File: src/rtl/shift_add_datapath.sv
// Datapath of a 32x32 unsigned shift-add multiplier: multiplicand register,
// 64-bit product/multiplier register and result-valid flag.
// Optional step checker is enabled by defining DP_STEP_CHECK_EN.
module shift_add_datapath (
  input  logic        clk,
  input  logic        Reset,
  input  logic        W_ctrl,
  input  logic [5:0]  ADDU_ctrl,
  input  logic        SRL_ctrl,
  input  logic        Ready,
  input  logic [31:0] Multiplicand_in,
  input  logic [31:0] Multiplier_in,
  output logic        LSB,
  output logic [63:0] Product,
`ifdef DP_STEP_CHECK_EN
  output logic        Step_err,
`endif
  output logic        Valid
);

  localparam logic [5:0] ADDU_ADD = 6'b001001;

  logic [31:0] mcand_q, mcand_d;
  logic [63:0] product_q, product_d;
  logic        valid_q, valid_d;
  logic        add_sel;
  logic [32:0] sum;

  // The sum keeps the adder carry as bit 32 so it lands in Product[63] on the shift.
  assign add_sel = (ADDU_ctrl == ADDU_ADD);
  assign sum     = {1'b0, product_q[63:32]} + (add_sel ? {1'b0, mcand_q} : 33'd0);

  // Priority per edge: load, then Ready (freeze, flag result), then add/shift step, else hold.
  always_comb begin
    mcand_d   = mcand_q;
    product_d = product_q;
    valid_d   = valid_q;
    if (W_ctrl) begin
      mcand_d   = Multiplicand_in;
      product_d = {32'd0, Multiplier_in};
      valid_d   = 1'b0;
    end else if (Ready) begin
      valid_d   = 1'b1;
    end else if (SRL_ctrl) begin
      product_d = {sum, product_q[31:1]};
      valid_d   = 1'b0;
    end
  end

  always_ff @(posedge clk or posedge Reset) begin
    if (Reset) begin
      mcand_q   <= 32'd0;
      product_q <= 64'd0;
      valid_q   <= 1'b0;
    end else begin
      mcand_q   <= mcand_d;
      product_q <= product_d;
      valid_q   <= valid_d;
    end
  end

  assign Product = product_q;
  assign LSB     = product_q[0];
  assign Valid   = valid_q;

`ifdef DP_STEP_CHECK_EN
  logic [5:0] step_cnt_q, step_cnt_d;
  logic       step_err_q, step_err_d;

  // Counter saturates so a runaway controller cannot wrap back to a legal count.
  always_comb begin
    step_cnt_d = step_cnt_q;
    step_err_d = step_err_q;
    if (W_ctrl) begin
      step_cnt_d = 6'd0;
      step_err_d = 1'b0;
    end else if (Ready) begin
      if (step_cnt_q != 6'd32) step_err_d = 1'b1;
    end else if (SRL_ctrl) begin
      if (step_cnt_q == 6'd32) step_err_d = 1'b1;
      if (step_cnt_q != 6'd63) step_cnt_d = step_cnt_q + 6'd1;
    end
  end

  always_ff @(posedge clk or posedge Reset) begin
    if (Reset) begin
      step_cnt_q <= 6'd0;
      step_err_q <= 1'b0;
    end else begin
      step_cnt_q <= step_cnt_d;
      step_err_q <= step_err_d;
    end
  end

  assign Step_err = step_err_q;
`endif

endmodule

File: config.mk
export PLATFORM = sky130hd
export DESIGN_NAME = shift_add_datapath
export DESIGN_NICKNAME = d
export VERILOG_FILES = /design/src/rtl/shift_add_datapath.sv
export SDC_FILE = /design/constraint.sdc
export NUM_CORES = 1
export LEC_CHECK = 0
export BUFFER_PORTS_ARGS = -buffer_cell sky130_fd_sc_hd__buf_2
export CAP_MARGIN = 20
export CELL_PAD_IN_SITES_DETAIL_PLACEMENT = 0
export CELL_PAD_IN_SITES_GLOBAL_PLACEMENT = 2
export CORE_MARGIN = 8
export CORE_UTILIZATION = 30
export CTS_CLUSTER_SIZE = 20
export DETAILED_ROUTE_END_ITERATION = 16
export PLACE_DENSITY = 0.86
export RECOVER_POWER = 25
export SLEW_MARGIN = 20
export SYNTH_ARGS = -nofsm -noshare
export SYNTH_HDL_FRONTEND = slang
export SYNTH_SLANG_ARGS = --single-unit
File: constraint.sdc
create_clock -name clk -period 2.85 [get_ports clk]
set_input_delay 0.1425 -clock clk [delete_from_list [all_inputs] [get_ports clk]]
set_output_delay 0.1425 -clock clk [all_outputs]
set_load 0.05 [all_outputs]
==> impl_results.md, run 1 <==
* Leakage at 4.24 nW
* Post-route antenna net violation count at 0
* Max-Cap Viols at 2
* CTS tree: built
* Crit Path Max Fanout at 13
* Total wire length at 18.9 mm
* Setup Crit Path Kind: input port to flip-flop
* Drt initial violations at 233
* Reg2reg end: Product[39]
* Dpl hpwl at 14.0 mm
* Share of cells above drive strength 1 at 0.403
* Final cycle utilization of the critical path at 1.01
* Clk sink count at 97
* Core Footprint at 0.0194 sq mm
* Post-Syn Area at 0.00592 sq mm
* Placement Setup Slack at -0.467 ns
* PortBufs at 140
* Post-synth cell types at 63
* Final setup viols at 4
* Post-Synthesis Mean Instance Area at 9.35 sq um
* Sequential-to-total area share from yosys stat at 0.410
* Final slew viol count at 83
* DR vias/cell at 4.87
* H-tree level count at 3
* Global-route wire length before repair at 30.6 mm
* Total CTS buffers at 9
* Initial core utilization at 0.305
* Longest Clk Path Bufs at 2
* Unrepaired setup endpoints after global routing: yes
* Synth warn at 0
* Clk root buf: clkbuf_16
* Post-Route Setup TNS at -0.0633 ns
* Hold path start: Multiplicand_in[24]
* Routability congestion estimate at 0.842
* Yosys reg bits at 97
* Placed cells at 1114
* Net Count, Synth at 741
* Final Critical Period at 2.89 ns
* Initial antenna violation count at 4
* Layout area overhead at 48.3%
* DIE AREA at 0.0245 sq mm
* Gr ovfl total at 0
* Worst Hold End: mcand_q[24]
* Slew Limit Headroom at -0.363
* RR Startpoint: mcand_q[0]
* Pin count of the biggest net entering global routing at 84
* Placed Area at 0.00772 sq mm
* PwrDens at 388 mW/mm^2
* Nets@finish at 1009
* Number of global-route vias before repair at 5955
* Worst setup margin at -0.0373 ns
* All-Layer GR Usage at 0.157
* Gate Count Post-Synth at 633
* Post-synth top flop: dfrtp_1
* Clk slew on worst S/H paths at 0.07 ns
* Peak VDD IR at 296 uV
* Req. time, crit path at 3.07 ns
* First-pass DRT Iterations at 5
* Routed wire per std cell at 16.1 microns
* Worst Reg-to-Reg Cells at 12
* Fmax at 346 MHz
* Site Rows at 51
* Async set-reset flop share out of synthesis at 1.00
* Ports at 141
* Fill cell count at 1913
* Die width at 156 microns
* Min Hold Slack at 0.00614 ns
* Critical path arrival at 3.11 ns
* Most common cell after layout, fill and taps aside: buf_2
* Final instance area at 0.00878 sq mm
* Worst Hold Class: input port to flip-flop
* Final non-filler cell total at 1171
* Most frequent cells in the layout: 138 x buf_2, 109 x buf_4, 97 x dfrtp_1, 89 x nand2_1, 49 x o21ai_0
* Reg2Reg Setup Slack at 0.23 ns
* Worst Max-Slew Pin Slew at 2.04 ns
* EDFF count, synth at 0
* Hold Fails Final Rpt at 0
* Via count at 5706
* Drt drc at 0
* Failing checks: max-capacitance violations, max-slew violations, negative setup slack
* Clk_skew at 0.0112 ns
* Hold path depth at 2
* Chip height at 156 microns
* Clk_lat worst skew at 0.36 ns
* CP Launch Type: input port
* Status: complete, but fails checks
* Critical Path End Type: flip-flop
## worst max-delay path by stage
| stage | slack, ns | to | cells past startpoint | startpoint |
|---|---|---|---|---|
| 2_1_floorplan | -0.21 | Product[52] | 13 | ADDU_ctrl[5] |
| 3_3_place_gp | -0.44 | Product[62] | 14 | ADDU_ctrl[5] |
| 3_5_place_dp | -0.47 | Product[52] | 14 | ADDU_ctrl[5] |
| 4_1_cts | -0.04 | Product[39] | 15 | ADDU_ctrl[5] |
| 5_1_grt | -0.16 | Product[52] | 14 | ADDU_ctrl[5] |
| 6_report | -0.04 | Product[59] | 14 | ADDU_ctrl[5] |
## synth_stat cells, types with 10 or more instances
master,number,share of area
dfrtp_1,97,0.41
nand2_1,93,0.059
o21ai_0,60,0.051
a21oi_1,45,0.038
and2_1,33,0.035
mux2_2,33,0.063
ha_1,32,0.068
mux2i_1,32,0.054
clkbuf_1,29,0.018
nor2_1,24,0.015
inv_1,15,0.0095
xor2_1,11,0.016
nand3_1,10,0.0085
nor3_1,10,0.0085
## worst max-delay path, stage by stage
cell and delay [ns]:
buf_6 0.09, or4b_4 0.53, nor3b_4 0.24, buf_6 0.16, buf_12 0.12, and2_1 0.18, ha_4 0.22, a211oi_2 0.18
o21bai_1 0.11, o31a_1 0.28, a221o_1 0.39, o21ai_4 0.20, and3_4 0.20, o31ai_2 0.06
## flip-flops by register name (all words and copies together), names as in the netlist
name	count
Valid	1
mcand_q	32
Product	64
## layout make-up
cell class | instances | area [sq um] | share of cell area
Sequential cell | 97 | 2430 | 0.277
Antenna cell | 1 | 2.50 | 0.000285
Inverter | 15 | 56.3 | 0.00641
Multi-Input combinational cell | 486 | 3680 | 0.419
Clock inverter | 6 | 67.6 | 0.00770
Tap cell | 265 | 332 | 0.0378
Timing Repair Buffer | 292 | 1990 | 0.226
Clock buffer | 9 | 225 | 0.0257
## layer usage
metal / up-vias / part of all wire / GRT usage
met5: - / 0.0015 / 0
met4: 6 / 0.014 / 0.0439
met3: 19 / 0.082 / 0.0662
met2: 156 / 0.45 / 0.246
met1: 2718 / 0.45 / 0.195
li1: 2807 / - / -
## power by group
part           total, mW  switching, mW  internal, mW
logic              0.607          0.387         0.220
registers           1.54         0.0691          1.47
clock network       1.26          0.579         0.679
## what timing repair did
action / in CTS / in global routing
endpoints found under the setup margin: 11 / 22
buffers inserted: 2 / 3
hold buffers: 36 / 0
pin swaps: 5 / 30
gates resized for setup: 10 / 68
hold endpoints to repair: 83 / 0
## stage by stage
stage | power, mW | utilization
after floorplan | 1.93 | -
after global placement | 2.13 | 0.398
after detailed placement | 2.14 | 0.398
after CTS | 3.45 | 0.435
after global routing | 3.56 | 0.452
final | 3.41 | 0.452
## cell families (layout without fill, tap and decap cells)
kind of cell / after synthesis / count (layout) / synth area share
other cells: 0 / 1 / 0
compound gates: 174 / 174 / 0.186
xor+xnor: 14 / 14 / 0.0207
buf+inv: 50 / 322 / 0.0342
fa+ha+maj: 33 / 33 / 0.0710
flops: 97 / 97 / 0.410
mux: 65 / 65 / 0.117
simple gates: 200 / 200 / 0.161
(Power assumes the default switching activity.)
==> run 2: changes to the inputs <==
BUFFER_PORTS_ARGS = not set   (was -buffer_cell sky130_fd_sc_hd__buf_2)
DONT_BUFFER_PORTS = 1   (was not set)
PLACE_DENSITY = 0.75   (was 0.86)
SKIP_LAST_GASP = 1   (was not set)
==> run 2 against run 1 <==
The flow still finishes with violations (max-capacitance violations, max-slew violations, negative setup slack). Clock-buffer cell count increased by 1. Critical path depth is 1 higher. Hold slack improved by 0.094 ns. Fmax fell by 1.5%. Power shrank 0.29%. Clock skew fell by 0.0040 ns. Combinational power down 40%.
==> impl_results.md, run 2 (synthesized netlist as in run 1, its figures left out) <==
* DR vias/cell at 4.96 (was 4.87)
* Hold Fails Final Rpt at 0 (unchanged)
* Setup crit end: Product[39] (was Product[59])
* Longest Clk Path Bufs at 2 (unchanged)
* Ports at 141 (unchanged)
* Initial core utilization at 0.305 (unchanged)
* Failing checks: max-capacitance violations, max-slew violations, negative setup slack (unchanged)
* Dpl hpwl at 14.0 mm (about the same)
* Core Footprint at 0.0194 sq mm (unchanged)
* CP Depth at 15 (was 14)
* Max-Cap Viols at 1 (was 2)
* Crit-path max cell delay at 0.53 ns (about the same)
* Clk slew on worst S/H paths at 0.07 ns (about the same)
* Crit path buffers/inverters at 3 (unchanged)
* Req. time, crit path at 3.09 ns (was 3.07 ns)
* Status: complete, but fails checks (unchanged)
* Slew Limit Headroom at -0.240 (was -0.363)
* Clk root buf: clkbuf_16 (unchanged)
* Drt drc at 0 (unchanged)
* Worst Hold Class: input port to flip-flop (unchanged)
* First-pass DRT Iterations at 5 (unchanged)
* Worst Max-Slew Pin Slew at 1.85 ns (was 2.04 ns)
* Crit Path Max Fanout at 6 (was 13)
* CP Launch Type: input port (unchanged)
* H-tree level count at 3 (unchanged)
* Final Critical Period at 2.93 ns (was 2.89 ns)
* Gr ovfl total at 0 (unchanged)
* CTS tree: built (unchanged)
* Worst setup margin at -0.0801 ns (was -0.0373 ns)
* Die width at 156 microns (unchanged)
* Final cycle utilization of the critical path at 1.03 (was 1.01)
* Via count at 5439 (was 5706)
* RR Startpoint: mcand_q[0] (unchanged)
* CP max-delay cell: or4b_4 (unchanged)
* Tot Pwr at 3.40 mW (was 3.41 mW)
* Final setup viols at 8 (was 4)
* Critical path arrival at 3.17 ns (was 3.11 ns)
* Total CTS buffers at 9 (unchanged)
* DIE AREA at 0.0245 sq mm (unchanged)
* Cell family with most CP delay: simple AND/OR/NAND/NOR gates (was compound AO/OA/AOI/OAI gates)
* Most frequent cells in the layout: 140 x buf_4, 97 x dfrtp_1, 91 x nand2_1, 66 x dlygate4sd3_1, 54 x o21ai_0 (was 138 x buf_2, 109 x buf_4, 97 x dfrtp_1, 89 x nand2_1, 49 x o21ai_0)
* Leakage at 3.96 nW (was 4.24 nW)
* Fmax at 341 MHz (was 346 MHz)
* Total wire length at 19.9 mm (was 18.9 mm)
* Nets@finish at 932 (was 1009)
* Share of cells above drive strength 1 at 0.312 (was 0.403)
* Drt initial violations at 202 (was 233)
* Worst Setup SP: ADDU_ctrl[5] (unchanged)
* Pin count of the biggest net entering global routing at 112 (was 84)
* Post-route antenna net violation count at 0 (unchanged)
* Clk_lat worst skew at 0.36 ns (about the same)
* Peak VDD IR at 296 uV (about the same)
* Layout area overhead at 45.6% (was 48.3%)
* Worst Reg-to-Reg Cells at 13 (was 12)
* All-Layer GR Usage at 0.159 (was 0.157)
* Global-route wire length before repair at 30.8 mm (was 30.6 mm)
* Chip height at 156 microns (unchanged)
* Routed wire per std cell at 18.1 microns (was 16.1 microns)
* Reg2Reg Setup Slack at 0.23 ns (about the same)
* Clk sink count at 97 (unchanged)
* PwrDens at 394 mW/mm^2 (was 388 mW/mm^2)
* Clk_skew at 0.00722 ns (was 0.0112 ns)
* Routability congestion estimate at 0.851 (was 0.842)
* Setup Crit Path Kind: input port to flip-flop (unchanged)
* Most common cell after layout, fill and taps aside: buf_4 (was buf_2)
* Reg2reg end: Product[59] (was Product[39])
* Unrepaired setup endpoints after global routing: yes (unchanged)
* Number of global-route vias before repair at 5738 (was 5955)
* Final core occ at 0.444 (was 0.452)
* Final slew viol count at 40 (was 83)
* Largest register FFs at 64 (unchanged)
* Critical Path End Type: flip-flop (unchanged)
* CP Cell Sequence: or4b_4 > nor3b_4 > buf_12 > and2_4 > ha_4 > inv_2 > fa_2 > nor2b_2 > o31a_1 > buf_6 > o21a_1 > o21a_1 > o21ai_2 > and3_1 > a311o_1 (was buf_6 > or4b_4 > nor3b_4 > buf_6 > buf_12 > and2_1 > ha_4 > a211oi_2 > o21bai_1 > o31a_1 > a221o_1 > o21ai_4 > and3_4 > o31ai_2)
* Fill cell count at 1881 (was 1913)
* Site Rows at 51 (unchanged)
* Crit path top cell by count: o21a_1 (was buf_6)
* Initial antenna violation count at 2 (was 4)
* PortBufs at 0 (was 140)
## run 2: worst min-delay path by stage
| stage | from | endpoint | slack, ns | cells past startpoint |
|---|---|---|---|---|
| after floorplan | Multiplier_in[0] | Product[0] | 0.26 | 2 |
| after global placement | Reset | mcand_q[28] | 0.09 | 1 |
| after detailed placement | Reset | mcand_q[27] | 0.11 | 1 |
| after CTS | W_ctrl | Valid | 0.10 | 3 |
| after global routing | W_ctrl | Valid | 0.11 | 3 |
| final | W_ctrl | Valid | 0.10 | 3 |
## run 2: worst register-to-register path, cell delays in order, from the launching register on
cell and delay (ns):
dfrtp_1 0.38, and2_4 0.15, ha_4 0.15, inv_2 0.06, fa_2 0.23, nor2b_2 0.06, o31a_1 0.31, buf_4 0.17
o311ai_4 0.31, a31oi_4 0.16, o21ai_2 0.21, buf_4 0.14, a21oi_2 0.04, o31ai_2 0.18
## run 2: report_power, final
part / leakage (nW) / switching, mW / internal, mW / total (mW)
registers: 1.22 / 0.255 / 1.47 / 1.72
clock network: 0.147 / 0.592 / 0.716 / 1.31
logic: 2.59 / 0.185 / 0.181 / 0.366
## run 2: what timing repair did
| action | CTS | global route |
|---|---|---|
| resized for setup | 15 | 54 |
| cloned | 0 | 2 |
| hold buffers | 67 | 0 |
| hold endpoints to repair | 117 | 0 |
| setup buffers | 3 | 11 |
| pin swaps | 8 | 36 |
| setup endpoints to repair | 11 | 22 |
## run 2: final cells by class
class | count | area, sq um | share of cell area
clock buffer | 10 | 239 | 0.0277
tap | 265 | 332 | 0.0385
inverter | 15 | 57.6 | 0.00668
multi-input combinational | 486 | 3600 | 0.418
antenna | 2 | 5.00 | 0.000581
sequential | 97 | 2430 | 0.282
clock inverter | 6 | 73.8 | 0.00856
timing repair buffer | 215 | 1880 | 0.218
## run 2: routing by layer
metal,global-route usage,part of all wire
met5,0,0
met4,0.0522,0.014
met3,0.0541,0.083
met2,0.263,0.47
met1,0.189,0.43
## run 2: metrics by stage
step	std cells	hold slack [ns]	setup slack (ns)	setup TNS [ns]	cell area [sq um]
final	1096	0.100	-0.0801	-0.211	8620
after global routing	1096	0.107	-0.165	-1.04	8620
after detailed placement	996	0.106	-0.558	-9.03	7130
after CTS	1082	0.104	-0.0606	-0.189	8200
after floorplan	633	0.263	-0.215	-1.07	5940
after global placement	996	0.0925	-0.447	-7.46	7130
==> run 3: changes to the inputs <==
CORE_UTILIZATION = 35   (was 30)
PLACE_DENSITY = 0.84   (was 0.75)
SLEW_MARGIN = not set   (was 20)
==> run 3 against run 2 <==
Hold slack got worse by 0.015 ns. The flow now finishes without violations. Non-clock buffer count down 22. Cell count is 6.3% lower. Global-route usage grew 1.0 points. Core utilization grew 5.1 points. Routed wire length fell by 8.3%. Clock skew up 0.0087 ns. Critical path type unchanged. Critical endpoint is now Product[52]. Power shrank 1.7%. Sequential power barely moved. First-iteration DRC count up 40%. Via count shrank 1.0%.
==> impl_results.md, run 3 (synthesized netlist as in run 1, its figures left out) <==
* Status: finished, final reports clean (was complete, but fails checks)
* Placed Area at 0.00698 sq mm (was 0.00713 sq mm)
* Clk root buf: clkbuf_16 (unchanged)
* Total CTS buffers at 9 (unchanged)
* Ports at 141 (unchanged)
* Crit-path max cell delay at 0.53 ns (about the same)
* Core Footprint at 0.0166 sq mm (was 0.0194 sq mm)
* DR vias/cell at 5.24 (was 4.96)
* CP Launch Type: input port (unchanged)
* Global-route wire length before repair at 29.4 mm (was 30.8 mm)
* Pin count of the biggest net entering global routing at 112 (unchanged)
* Fill cell count at 1536 (was 1881)
* Worst Reg-to-Reg Cells at 12 (was 13)
* Final Critical Period at 2.81 ns (was 2.93 ns)
* Largest register FFs at 64 (unchanged)
* Initial antenna violation count at 0 (was 2)
* Max-Cap Viols at 0 (was 1)
* Crit path buffers/inverters at 2 (was 3)
* CTS tree: built (unchanged)
* Chip height at 146 microns (was 156 microns)
* Longest Clk Path Bufs at 2 (unchanged)
* Hold Fails Final Rpt at 0 (unchanged)
* Dpl hpwl at 12.9 mm (was 14.0 mm)
* Drt initial violations at 283 (was 202)
* Routability congestion estimate at 0.838 (was 0.851)
* Slew Limit Headroom at 0.245 (was -0.240)
* Placement Setup Slack at -0.578 ns (was -0.558 ns)
* PortBufs at 0 (unchanged)
* Clk_skew at 0.0160 ns (was 0.00722 ns)
* H-tree level count at 3 (unchanged)
* Critical Path End Type: flip-flop (unchanged)
* DIE AREA at 0.0213 sq mm (was 0.0245 sq mm)
* CP Depth at 13 (was 15)
* Diodes inserted at 0 (was 2)
* Drt drc at 0 (unchanged)
* Worst Hold Class: input port to flip-flop (unchanged)
* Fmax at 356 MHz (was 341 MHz)
* Final non-filler cell total at 1027 (was 1096)
* Total wire length at 18.2 mm (was 19.9 mm)
* Most frequent cells in the layout: 119 x buf_4, 97 x dfrtp_1, 92 x nand2_1, 66 x dlygate4sd3_1, 54 x o21ai_0 (was 140 x buf_4, 97 x dfrtp_1, 91 x nand2_1, 66 x dlygate4sd3_1, 54 x o21ai_0)
* Setup Crit Path Kind: input port to flip-flop (unchanged)
* Placed cells at 935 (was 996)
* Layout area overhead at 38.7% (was 45.6%)
* Critical path arrival at 3.05 ns (was 3.17 ns)
* CP Cell Sequence: or4b_4 > nor3b_4 > buf_6 > buf_8 > and2_1 > ha_1 > a21o_1 > a21o_1 > a221oi_4 > a21o_1 > a21oi_1 > or3_1 > a32o_1 (was or4b_4 > nor3b_4 > buf_12 > and2_4 > ha_4 > inv_2 > fa_2 > nor2b_2 > o31a_1 > buf_6 > o21a_1 > o21a_1 > o21ai_2 > and3_1 > a311o_1)
* Number of global-route vias before repair at 5712 (was 5738)
* Final cycle utilization of the critical path at 0.987 (was 1.03)
* Crit path top cell by count: a21o_1 (was o21a_1)
* Clk_lat worst skew at 0.36 ns (about the same)
* PwrDens at 407 mW/mm^2 (was 394 mW/mm^2)
* Peak VDD IR at 311 uV (was 296 uV)
* Final setup viols at 0 (was 8)
* Via count at 5383 (was 5439)
* Cell family with most CP delay: compound AO/OA/AOI/OAI gates (was simple AND/OR/NAND/NOR gates)
* Final slew viol count at 0 (was 40)
* Post-route antenna net violation count at 0 (unchanged)
* Initial core utilization at 0.357 (was 0.305)
* Clk sink count at 97 (unchanged)
* Crit Path Max Fanout at 8 (was 6)
* Share of cells above drive strength 1 at 0.265 (was 0.312)
* Nets@finish at 910 (was 932)
* Final instance area at 0.00821 sq mm (was 0.00862 sq mm)
* Req. time, crit path at 3.09 ns (about the same)
* Worst setup margin at 0.0383 ns (was -0.0801 ns)
* CP max-delay cell: or4b_4 (unchanged)
* Gr ovfl total at 0 (unchanged)
* Most common cell after layout, fill and taps aside: buf_4 (unchanged)
* First-pass DRT Iterations at 5 (unchanged)
* Die width at 146 microns (was 156 microns)
* Worst Max-Slew Pin Slew at 1.13 ns (was 1.85 ns)
* Unrepaired setup endpoints after global routing: yes (unchanged)
* All-Layer GR Usage at 0.169 (was 0.159)
* Clk slew on worst S/H paths at 0.08 ns (was 0.07 ns)
* Site Rows at 47 (was 51)
* Tot Pwr at 3.34 mW (was 3.40 mW)
* Min Hold Slack at 0.0852 ns (was 0.100 ns)
* Hold path depth at 3 (unchanged)
* Routed wire per std cell at 17.8 microns (was 18.1 microns)
* Leakage at 3.84 nW (was 3.96 nW)
## run 3: cell type report
class | instances | area (sq um) | area share
Multi-Input combinational cell | 486 | 3480 | 0.424
Sequential cell | 97 | 2430 | 0.296
Timing Repair Buffer | 193 | 1670 | 0.203
Tap cell | 220 | 275 | 0.0335
Clock buffer | 9 | 225 | 0.0274
Clock inverter | 7 | 76.3 | 0.00929
Inverter | 15 | 57.6 | 0.00701
## run 3: routing by layer
metal | share of wire | wire [microns] | global-route usage
met4 | 0.013 | 236 | 0.0531
met1 | 0.44 | 7980 | 0.204
met2 | 0.47 | 8570 | 0.273
met3 | 0.079 | 1450 | 0.0658
met5 | 0 | 0 | 0
## run 3: metrics by stage
step            util  setup TNS [ns]
2_1_floorplan      -           -1.07
3_3_place_gp   0.421           -6.35
3_5_place_dp   0.421           -7.21
4_1_cts        0.483         -0.0687
5_1_grt        0.495          -0.155
6_report       0.495               0
## run 3: path summary, 6_finish.rpt
check / start / end / slack (ns)
max reg2reg: mcand_q[0] / Product[39] / 0.31
max: ADDU_ctrl[5] / Product[52] / 0.04
min in group asynchronous: Reset / Product[23] / 0.33
min: W_ctrl / Valid / 0.09
max in group asynchronous: Reset / mcand_q[16] / 0.89
min reg2reg: mcand_q[3] / mcand_q[3] / 0.50
## run 3: what timing repair did
item                                   CTS  global route
setup endpoints to repair                4            23
hold buffers                            67             0
pin swaps                                7            21
gates resized for setup                  9            34
endpoints found under the hold margin  167             0
buffers inserted                         2             6
cloned                                   0             1
## run 3: worst min-delay path: stages
cell and delay [ns]:
inv_1 0.12, nand2_1 0.09, nor2_1 0.04
## run 3: power breakdown
part / internal [mW] / switching, mW / leakage (nW) / total (mW)
sequential: 1.47 / 0.253 / 1.22 / 1.72
clock: 0.629 / 0.632 / 0.150 / 1.26
combinational: 0.177 / 0.180 / 2.47 / 0.357
total: 2.27 / 1.06 / 3.84 / 3.34
